<file path="src/rtl/mlp_infer_seq_pkg.sv">
// Shared configuration for the MLP inference sequencer: default sizes, state
// encoding and a width helper used by the top and the argmax unit.
package mlp_infer_seq_pkg;

  localparam int DEF_NUM_INPUTS  = 784;
  localparam int DEF_NUM_HIDDEN  = 128;
  localparam int DEF_NUM_CLASSES = 10;
  localparam int DEF_PIX_W       = 8;
  localparam int DEF_SCORE_W     = 48;
  localparam int DEF_L1_LAT      = 2;
  localparam int DEF_L2_LAT      = 2;

  typedef enum logic [2:0] {
    S_IDLE     = 3'd0,
    S_CLR      = 3'd1,
    S_L1_RUN   = 3'd2,
    S_L1_DRAIN = 3'd3,
    S_L2_RUN   = 3'd4,
    S_L2_DRAIN = 3'd5,
    S_ARGMAX   = 3'd6,
    S_DONE     = 3'd7
  } state_t;

  // Index width for n items; never below one bit so degenerate sizes still elaborate.
  function automatic int width_of(input int n);
    return (n > 1) ? $clog2(n) : 1;
  endfunction

endpackage

</file>
<file path="src/rtl/seq_argmax.sv">
// Sequential signed argmax: one class per cycle. idx/max_val show the result
// including the score selected this cycle, so the caller can latch it on the last step.
module seq_argmax
  import mlp_infer_seq_pkg::*;
#(
  parameter int SCORE_W     = DEF_SCORE_W,
  parameter int NUM_CLASSES = DEF_NUM_CLASSES
) (
  input  logic                             clk,
  input  logic                             rst,
  input  logic                             load,
  input  logic                             step,
  input  logic [width_of(NUM_CLASSES)-1:0] index,
  input  logic [NUM_CLASSES*SCORE_W-1:0]   scores,
  output logic [width_of(NUM_CLASSES)-1:0] idx,
  output logic [SCORE_W-1:0]               max_val
);

  logic [width_of(NUM_CLASSES)-1:0] best_idx;
  logic [SCORE_W-1:0]               best_max;
  logic [SCORE_W-1:0]               cur;

  assign cur = scores[index*SCORE_W +: SCORE_W];

  // Strict greater-than keeps the earliest (lowest) index on ties.
  always_comb begin
    idx     = best_idx;
    max_val = best_max;
    if (load) begin
      idx     = index;
      max_val = cur;
    end else if (step && ($signed(cur) > $signed(best_max))) begin
      idx     = index;
      max_val = cur;
    end
  end

  always_ff @(posedge clk or posedge rst) begin
    if (rst) begin
      best_idx <= '0;
      best_max <= '0;
    end else begin
      best_idx <= idx;
      best_max <= max_val;
    end
  end

endmodule

</file>
<file path="src/rtl/mlp_infer_seq.sv">
// Self-sequencing MNIST MLP inference controller: streams pixels into layer1,
// sweeps layer2, runs a registered argmax and reports the predicted digit.
module mlp_infer_seq
  import mlp_infer_seq_pkg::*;
#(
  parameter int NUM_INPUTS  = DEF_NUM_INPUTS,
  parameter int NUM_HIDDEN  = DEF_NUM_HIDDEN,
  parameter int NUM_CLASSES = DEF_NUM_CLASSES,
  parameter int PIX_W       = DEF_PIX_W,
  parameter int SCORE_W     = DEF_SCORE_W,
  parameter int L1_LAT      = DEF_L1_LAT,
  parameter int L2_LAT      = DEF_L2_LAT
) (
  input  logic                             clk,
  input  logic                             rst,
  input  logic                             start,
  input  logic                             abort,
  input  logic [PIX_W-1:0]                 pix_data,
  input  logic                             pix_valid,
  output logic                             pix_ready,
  output logic [PIX_W-1:0]                 l1_pixel,
  output logic [width_of(NUM_INPUTS)-1:0]  l1_addr,
  output logic                             l1_valid,
  output logic                             layer_clr,
  output logic [width_of(NUM_HIDDEN)-1:0]  l2_addr,
  output logic                             l2_en,
  input  logic [NUM_CLASSES*SCORE_W-1:0]   l2_scores,
  output logic                             busy,
  output logic                             done,
  output logic [width_of(NUM_CLASSES)-1:0] digit,
  output logic [SCORE_W-1:0]               max_score,
  output logic [2:0]                       dbg_state
);

  localparam int AW1 = width_of(NUM_INPUTS);
  localparam int AW2 = width_of(NUM_HIDDEN);
  localparam int CW  = width_of(NUM_CLASSES);
  localparam int DW  = width_of(((L1_LAT > L2_LAT) ? L1_LAT : L2_LAT) + 1);

  state_t          state;
  logic [AW1-1:0]  pix_cnt;
  logic [CW-1:0]   cls;
  logic [DW-1:0]   drain_cnt;
  logic [CW-1:0]   am_idx;
  logic [SCORE_W-1:0] am_max;
  logic            am_load;
  logic            am_step;

  assign am_load   = (state == S_ARGMAX) && (cls == '0);
  assign am_step   = (state == S_ARGMAX) && (cls != '0);
  assign dbg_state = state;

  seq_argmax #(
    .SCORE_W     (SCORE_W),
    .NUM_CLASSES (NUM_CLASSES)
  ) u_argmax (
    .clk     (clk),
    .rst     (rst),
    .load    (am_load),
    .step    (am_step),
    .index   (cls),
    .scores  (l2_scores),
    .idx     (am_idx),
    .max_val (am_max)
  );

  // Pixel stream: a beat transfers on a rising edge where pix_valid && pix_ready;
  // pix_ready is high exactly while in L1_RUN, and pix_data is not looked at otherwise.
  always_ff @(posedge clk or posedge rst) begin
    if (rst) begin
      state     <= S_IDLE;
      pix_ready <= 1'b0;
      l1_pixel  <= '0;
      l1_addr   <= '0;
      l1_valid  <= 1'b0;
      layer_clr <= 1'b0;
      l2_addr   <= '0;
      l2_en     <= 1'b0;
      busy      <= 1'b0;
      done      <= 1'b0;
      digit     <= '0;
      max_score <= '0;
      pix_cnt   <= '0;
      cls       <= '0;
      drain_cnt <= '0;
    end else begin
      layer_clr <= 1'b0;
      l1_valid  <= 1'b0;
      done      <= 1'b0;
      if (abort && (state != S_IDLE)) begin
        state     <= S_IDLE;
        pix_ready <= 1'b0;
        l2_en     <= 1'b0;
        busy      <= 1'b0;
      end else begin
        case (state)
          S_IDLE: if (start && !abort) begin
            state     <= S_CLR;
            layer_clr <= 1'b1;
            busy      <= 1'b1;
            pix_cnt   <= '0;
            l1_addr   <= '0;
            l2_addr   <= '0;
          end
          S_CLR: begin
            state     <= S_L1_RUN;
            pix_ready <= 1'b1;
          end
          S_L1_RUN: if (pix_valid) begin
            l1_pixel <= pix_data;
            l1_addr  <= pix_cnt;
            l1_valid <= 1'b1;
            pix_cnt  <= pix_cnt + 1'b1;
            if (pix_cnt == AW1'(NUM_INPUTS - 1)) begin
              pix_ready <= 1'b0;
              if (L1_LAT > 0) begin
                state     <= S_L1_DRAIN;
                drain_cnt <= DW'(L1_LAT - 1);
              end else begin
                state   <= S_L2_RUN;
                l2_en   <= 1'b1;
                l2_addr <= '0;
              end
            end
          end
          S_L1_DRAIN: begin
            if (drain_cnt == '0) begin
              state   <= S_L2_RUN;
              l2_en   <= 1'b1;
              l2_addr <= '0;
            end else begin
              drain_cnt <= drain_cnt - 1'b1;
            end
          end
          S_L2_RUN: begin
            if (l2_addr == AW2'(NUM_HIDDEN - 1)) begin
              cls <= '0;
              if (L2_LAT > 0) begin
                state     <= S_L2_DRAIN;
                drain_cnt <= DW'(L2_LAT - 1);
              end else begin
                state <= S_ARGMAX;
              end
            end else begin
              l2_addr <= l2_addr + 1'b1;
            end
          end
          S_L2_DRAIN: begin
            if (drain_cnt == '0) begin
              state <= S_ARGMAX;
              cls   <= '0;
            end else begin
              drain_cnt <= drain_cnt - 1'b1;
            end
          end
          S_ARGMAX: begin
            if (cls == CW'(NUM_CLASSES - 1)) begin
              state     <= S_DONE;
              done      <= 1'b1;
              digit     <= am_idx;
              max_score <= am_max;
            end else begin
              cls <= cls + 1'b1;
            end
          end
          S_DONE: begin
            state <= S_IDLE;
            l2_en <= 1'b0;
            busy  <= 1'b0;
          end
          default: state <= S_IDLE;
        endcase
      end
    end
  end

endmodule

</file>
<file path="config.mk">
export PLATFORM = sky130hd
export DESIGN_NAME = mlp_infer_seq
export DESIGN_NICKNAME = d
export VERILOG_FILES = /design/src/rtl/mlp_infer_seq_pkg.sv /design/src/rtl/seq_argmax.sv /design/src/rtl/mlp_infer_seq.sv
export SDC_FILE = /design/constraint.sdc
export NUM_CORES = 1
export LEC_CHECK = 0
export BUFFER_PORTS_ARGS = -buffer_cell sky130_fd_sc_hd__buf_2
export CAP_MARGIN = 20
export CORE_AREA = 2 2 222 224
export DETAILED_ROUTE_END_ITERATION = 6
export DIE_AREA = 0 0 224 226
export GPL_TIMING_DRIVEN = 1
export MAX_ROUTING_LAYER = met4
export PLACE_DENSITY_LB_ADDON = 0.1
export SYNTH_ARGS = -nofsm -noshare
export SYNTH_HDL_FRONTEND = slang
export SYNTH_SLANG_ARGS = --single-unit
</file>
<file path="constraint.sdc">
create_clock -name clk -period 8.5 [get_ports clk]
set_input_delay 1.275 -clock clk [delete_from_list [all_inputs] [get_ports clk]]
set_output_delay 1.275 -clock clk [all_outputs]
set_load 0.02 [all_outputs]
</file>
After elaboration in Yosys (flattened, before gate mapping)
Index checks and enable logic that the tools add are counted.

Flip-flop bits (word level): 154. Input port bits: 493. Output and inout port bits: 86. Logic and storage cells: 130.

Add/sub/neg operators: 4. Multiply operators: 1. Order comparisons: 1. Equality and inequality tests: 26. Shifts and indexed selects: 1. Multiplexer cells: 50. Bitwise operators: 1. Reduce and logical (&&, ||, !) cells: 29.

Operators by type and width (count): $shiftx 480x11->48 (1); $mux 48 (2); $gt 48x48->1 (1); $pmux 10 s2 (2); $mux 10 (3); $mux 3 (8); $pmux 3 s8 (1); $mux 7 (3); $pmux 7 s3 (1); $reduce_bool 3->1 (7); $mux 4 (5); $ne 2x2->1 const B (9); $ne 3x3->1 const B (6); $mux 1 (16); $eq 3x3->1 const B (4); $pmux 4 s3 (1); $add 10x1->10 const B (1); $eq 10x10->1 const B (1); $reduce_and 5->1 (2); $reduce_and 3->1 (3); $mux 2 (4); $add 7x1->7 const B (1); $eq 7x7->1 const B (1); $reduce_and 7->1 (1); other kinds (21) (29).

Longest topological paths before layout
Depth after elaboration: 6. Gate-level depth with buffers: 17.

Modules after synthesis
A second synthesis with hierarchy kept.

Cell total of the unflattened synthesis: 1002. Area, all modules: 11649.9 sq um.

Modules (own cells, without submodules): seq_argmax (times used 1, cells an instance 620, area an instance 7141.8 sq um); mlp_infer_seq (times used 1, cells an instance 382, area an instance 4508.1 sq um).

Worst setup path after synthesis
Ideal clock, no wire load.

Kind: input-to-reg. Start point: in l2_scores[383]. End point: reg u_argmax.best_max[10]. Library setup time: 128 ps. Data arrival time: 4317 ps. Required time: 8372 ps. Setup slack: 4055 ps. Stages: 13. Cells stage by stage: mux4_2 > mux2i_1 > o22ai_1 > ha_1 > a21oi_1 > o21ai_0 > a211o_1 > o32a_1 > o211a_1 > buf_2 > nor3_4 > buf_4 > mux2_1.

Longest elaborated chain between the ends: 5.

RTL lines: start: declaration (RTL line mlp_infer_seq.sv:27) `input logic [NUM_CLASSES*SCORE_W-1:0] l2_scores,`; $shiftx 480x11->48 (RTL line seq_argmax.sv:23) `assign cur = scores[index*SCORE_W +: SCORE_W];`; $gt 48x48->1 (RTL line seq_argmax.sv:32) `end else if (step && ($signed(cur) > $signed(best_max))) begin`; $logic_and 1x1->1 (RTL line seq_argmax.sv:32); $mux 48 (RTL line seq_argmax.sv:32); $mux 48 (RTL line seq_argmax.sv:29) `if (load) begin`; net am_max[10] (RTL line mlp_infer_seq.sv:45) `logic [SCORE_W-1:0] am_max;`; end signal: assignment (RTL line seq_argmax.sv:44) `best_max <= max_val;`; end: declaration (RTL line seq_argmax.sv:20) `logic [SCORE_W-1:0] best_max;`.

The timed path passes the listed nets, and every way through them passes these cells. A chain may end at the register's enable or synchronous reset.

Worst setup path in the final report
Start point: reg cls[0]. End point: reg u_argmax.best_max[25].

Longest elaborated chain between the ends: 6.

RTL lines: start: declaration (RTL line mlp_infer_seq.sv:42) `logic [CW-1:0] cls;`; start signal: assignment (RTL line mlp_infer_seq.sv:163) `cls <= cls + 1'b1;`; $mul 4x2->6 (RTL line seq_argmax.sv:23); $shiftx 480x11->48 (RTL line seq_argmax.sv:23); $gt 48x48->1 (RTL line seq_argmax.sv:32); $logic_and 1x1->1 (RTL line seq_argmax.sv:32); $mux 48 (RTL line seq_argmax.sv:32); $mux 48 * (RTL line seq_argmax.sv:29); net am_max[25] (RTL line mlp_infer_seq.sv:45).

Mark *: on every way through the listed nets, which the timed path passes. The rest lies on a longest branch.

==> results.yml <==
route:
  dr.pass1.iters: 4
  routed_wl_mm: 52.80
  drc: 0
  routed-wl-met3_mm: 2.025
  wire_per_inst_um: 23.10
  route.met2.wl_mm: 27.02
  vias_per_cell: 5.107
  antenna_left: 0
  vias: 11670
  first_iter_violations: 664
  top_layer_used: "met4"
  wl_met1_mm: 22.90
hold_path:
  hold_path.class: "flop to flop"
  hold_start: "drain_cnt[1]$_DFFE_PP0P_"
placed_design:
  place.gp.congestion: 0.9317
  hpwl_mm: 41.36
  port_buffers: 578
  dp_cells: 2250
yosys:
  yosys_warnings: 0
  syn_area_sq_um: 11940
  ys_types: 59
  synth_nets: 1680
  avgSynthCellArea_sq_um: 10.56
  synth_seq_cells: 154
  ys.flop_type: "dfrtp_1"
  async_flop_share: 1.000
  synthCells: 1130
  ys_seq_area_frac: 0.3229
  synth_edf_count: 0
clock_network:
  clock_sinks: 154
  cts_htree_levels: 4
  postCtsSetupBuffers: 0
  clk_path_buf_depth: 2
  clockRootBuffer: "clkbuf_16"
  cts_tree: "built"
  cts_buffers: 17
  clk_pin_slew_worst_paths_ps: 70
  cts_hold_buf: 0
  cts_resized: 0
  insertion_delay_ps: 440
status:
  outcome: "completed"
power_and_ir_drop:
  combPwrFrac: 0.379
  vdd_drop_max_mv: 0.1357
  total_power_mw: 3.052
  power.density_nw_per_um2: 190.6
  p_switching_mw: 1.094
  p_clk_frac: 0.278
  netSwitchingFraction: 0.3586
  seq_power_share: 0.343
  p_leak_nw: 7.455
  cellInternalPower_mw: 1.957
die:
  fp.dieArea_sq_um: 50620
  initial_core_util: 0.2469
  top_level_ports: 579
  row_count: 81
  fp.dieW_um: 224
  die_h_um: 226
  coreArea_sq_um: 48340
timing:
  finClkSkew_ps: 13.68
  finalCriticalPeriod_ps: 6569
  maxSlewViolCount: 0
  setup_viol: 0
  worst_pin_slew_ps: 1077
  finalHoldViolCount: 0
  timing.setup.tns_ps: 0
  rsz0062_at_grt: "no"
  layout_worst_path_cycle_share: 0.7728
  slew_headroom: 0.2818
  clock.fmax_mhz: 152.2
global_route:
  grt_pass1_wl_mm: 77.91
  globalRoute.totalOverflow: 0
  grt_usage: 0.2114
  grt_max_degree: 100
  first_global_vias: 12190
  antenna_found_initial: 18
worst_setup_path:
  crit_type: "flop to flop"
  critPathArrivalTime_ps: 6880
  crit_path_end_kind: "flop"
  crit_start: "cls[0]$_DFFE_PP0P_"
  timing.rr.start: "cls[0]$_DFFE_PP0P_"
  critPathRequiredTime_ps: 8810
  cp-start-kind: "flop"
  critPathMaxFanout: 53
final_layout:
  nets: 2197
  area_growth_syn_to_layout_pct: 34.18
  final_cells: 2286
  drive_gt1_frac: 0.4530
job:
  maxCapViolations: 0
path summary, 6_finish.rpt:
kind / to / cells past startpoint / slack (ps)
worst max-delay path: u_argmax.best_max[25]$_DFF_PP0_ / 14 / 1930
worst min-delay path: drain_cnt[1]$_DFFE_PP0P_ / 2 / 490
worst max register to register: u_argmax.best_max[25]$_DFF_PP0_ / 14 / 1930
worst min register to register: drain_cnt[1]$_DFFE_PP0P_ / 2 / 490
max in group asynchronous: cls[2]$_DFFE_PP0P_ / 3 / 5940
min in group asynchronous: l1_pixel[3]$_DFFE_PP0P_ / 2 / 1010
registers in the layout (all words and copies together), names as in the netlist:
register           count
l1_pixel               8
l1_valid               1
pix_ready              1
pix_cnt               10
u_argmax.best_idx      4
cls                    4
layer_clr              1
dbg_state              3
l2_en                  1
max_score             48
drain_cnt              2
done                   1
busy                   1
l2_addr                7
l1_addr               10
u_argmax.best_max     48
digit                  4
cell usage after synthesis, drive strengths merged, types with 4 or more instances:
cell type  number  area, sq um
nand4          52        325.3
o21ai          54        270.3
nand2          49        183.9
nor3           20        111.4
inv            61        229.0
a211o          17        148.9
a22o           12        105.1
o21a            4        30.03
ha             57        713.2
a31oi          39        244.0
o211ai          8        60.06
mux2           58        653.1
buf            38        187.7
nand3          29        145.1
clkbuf         61        229.0
dfrtp         154         3854
mux4           96         2162
a21oi          44        220.2
o22ai          48        300.3
and3            6        37.54
o31ai           5        37.54
mux2i          99        991.0
nor2           65        244.0
xor2           11        96.34
layout make-up:
class / instances / area (sq um)
fillers: 5019 / 32330
multi-input cells: 815 / 7437
flip-flops and latches: 154 / 3866
repair buffers: 597 / 3048
well taps: 622 / 778.2
clock buffers: 20 / 446.7
inverters: 62 / 239.0
clock inverters: 12 / 188.9
diodes: 4 / 10.01
layer usage:
layer  global-route usage  vias to the layer above
met5                    -                        -
met4              0.04516                        0
met3              0.02966                       53
met2               0.3691                      363
met1               0.2601                     5839
li1                     -                     5419
per-stage QoR:
stage / util / setup WS (ps) / area, sq um / hold slack, ps
2_1_floorplan: - / 3075 / 11940 / 448.5
3_3_place_gp: 0.3179 / 1928 / 15370 / 462.6
3_5_place_dp: 0.3179 / 1814 / 15370 / 470.0
4_1_cts: 0.3311 / 1794 / 16000 / 491.9
5_1_grt: 0.3313 / 1391 / 16010 / 521.4
6_report: 0.3313 / 1931 / 16010 / 486.4
placed cells by master (no fill, tap or decap), types with 4 or more instances in the layout:
| cell | Yosys | routed |
|---|---|---|
| a31oi_1 | 39 | 39 |
| nand3_1 | 29 | 29 |
| nor2_1 | 65 | 65 |
| dfrtp_1 | 154 | 150 |
| xor2_1 | 11 | 11 |
| inv_1 | 61 | 59 |
| mux2_2 | 12 | 12 |
| o22ai_1 | 48 | 48 |
| ha_1 | 57 | 57 |
| o31ai_1 | 5 | 5 |
| nor3_1 | 19 | 19 |
| o21a_1 | 4 | 4 |
| and3_1 | 6 | 6 |
| mux2i_1 | 99 | 99 |
| clkbuf_16 | 0 | 17 |
| a22o_1 | 12 | 12 |
| nand2_1 | 49 | 47 |
| nand4_1 | 52 | 52 |
| a21oi_1 | 44 | 44 |
| buf_2 | 21 | 578 |
| bufinv_16 | 0 | 4 |
| buf_4 | 5 | 18 |
| a211o_1 | 17 | 17 |
| mux4_2 | 96 | 96 |
| diode_2 | 0 | 4 |
| o211ai_1 | 8 | 8 |
| mux2_1 | 46 | 46 |
| o21ai_0 | 54 | 54 |
power groups by stage:
stage	Clock, mW	Sequential, mW	Combinational (mW)
after floorplan	0	1.03	0.795
final	0.848	1.05	1.16
after global routing	0.906	1.08	1.31
after CTS	0.877	1.05	1.18
after detailed placement	0	1.06	1.17
after global placement	0	1.06	1.17
cell families (layout without fill, tap and decap cells):
family / Yosys count / count (layout) / share of synthesized area
AOI/OAI and AO/OA: 251 / 251 / 0.1331
xor gates and xnor gates: 12 / 12 / 0.008806
adders and majority gates: 57 / 57 / 0.05975
buffers and inverters: 161 / 691 / 0.05441
DFF: 154 / 154 / 0.3229
muxes: 253 / 253 / 0.3189
other: 0 / 4 / 0
and+or+nand+nor: 242 / 242 / 0.1021
worst max-delay path, cell delays in order, from the launching register on:
cell	delay (ps)
dfrtp_4	1060
buf_12	430
mux4_2	560
mux2i_1	160
o22ai_1	200
ha_1	500
nand4_1	160
or4_1	550
and3b_1	280
o32a_1	270
nor4b_4	70
buf_4	340
nor3_4	820
buf_4	580
mux2_1	370
Note: power is estimated with default switching activity, not from simulation.
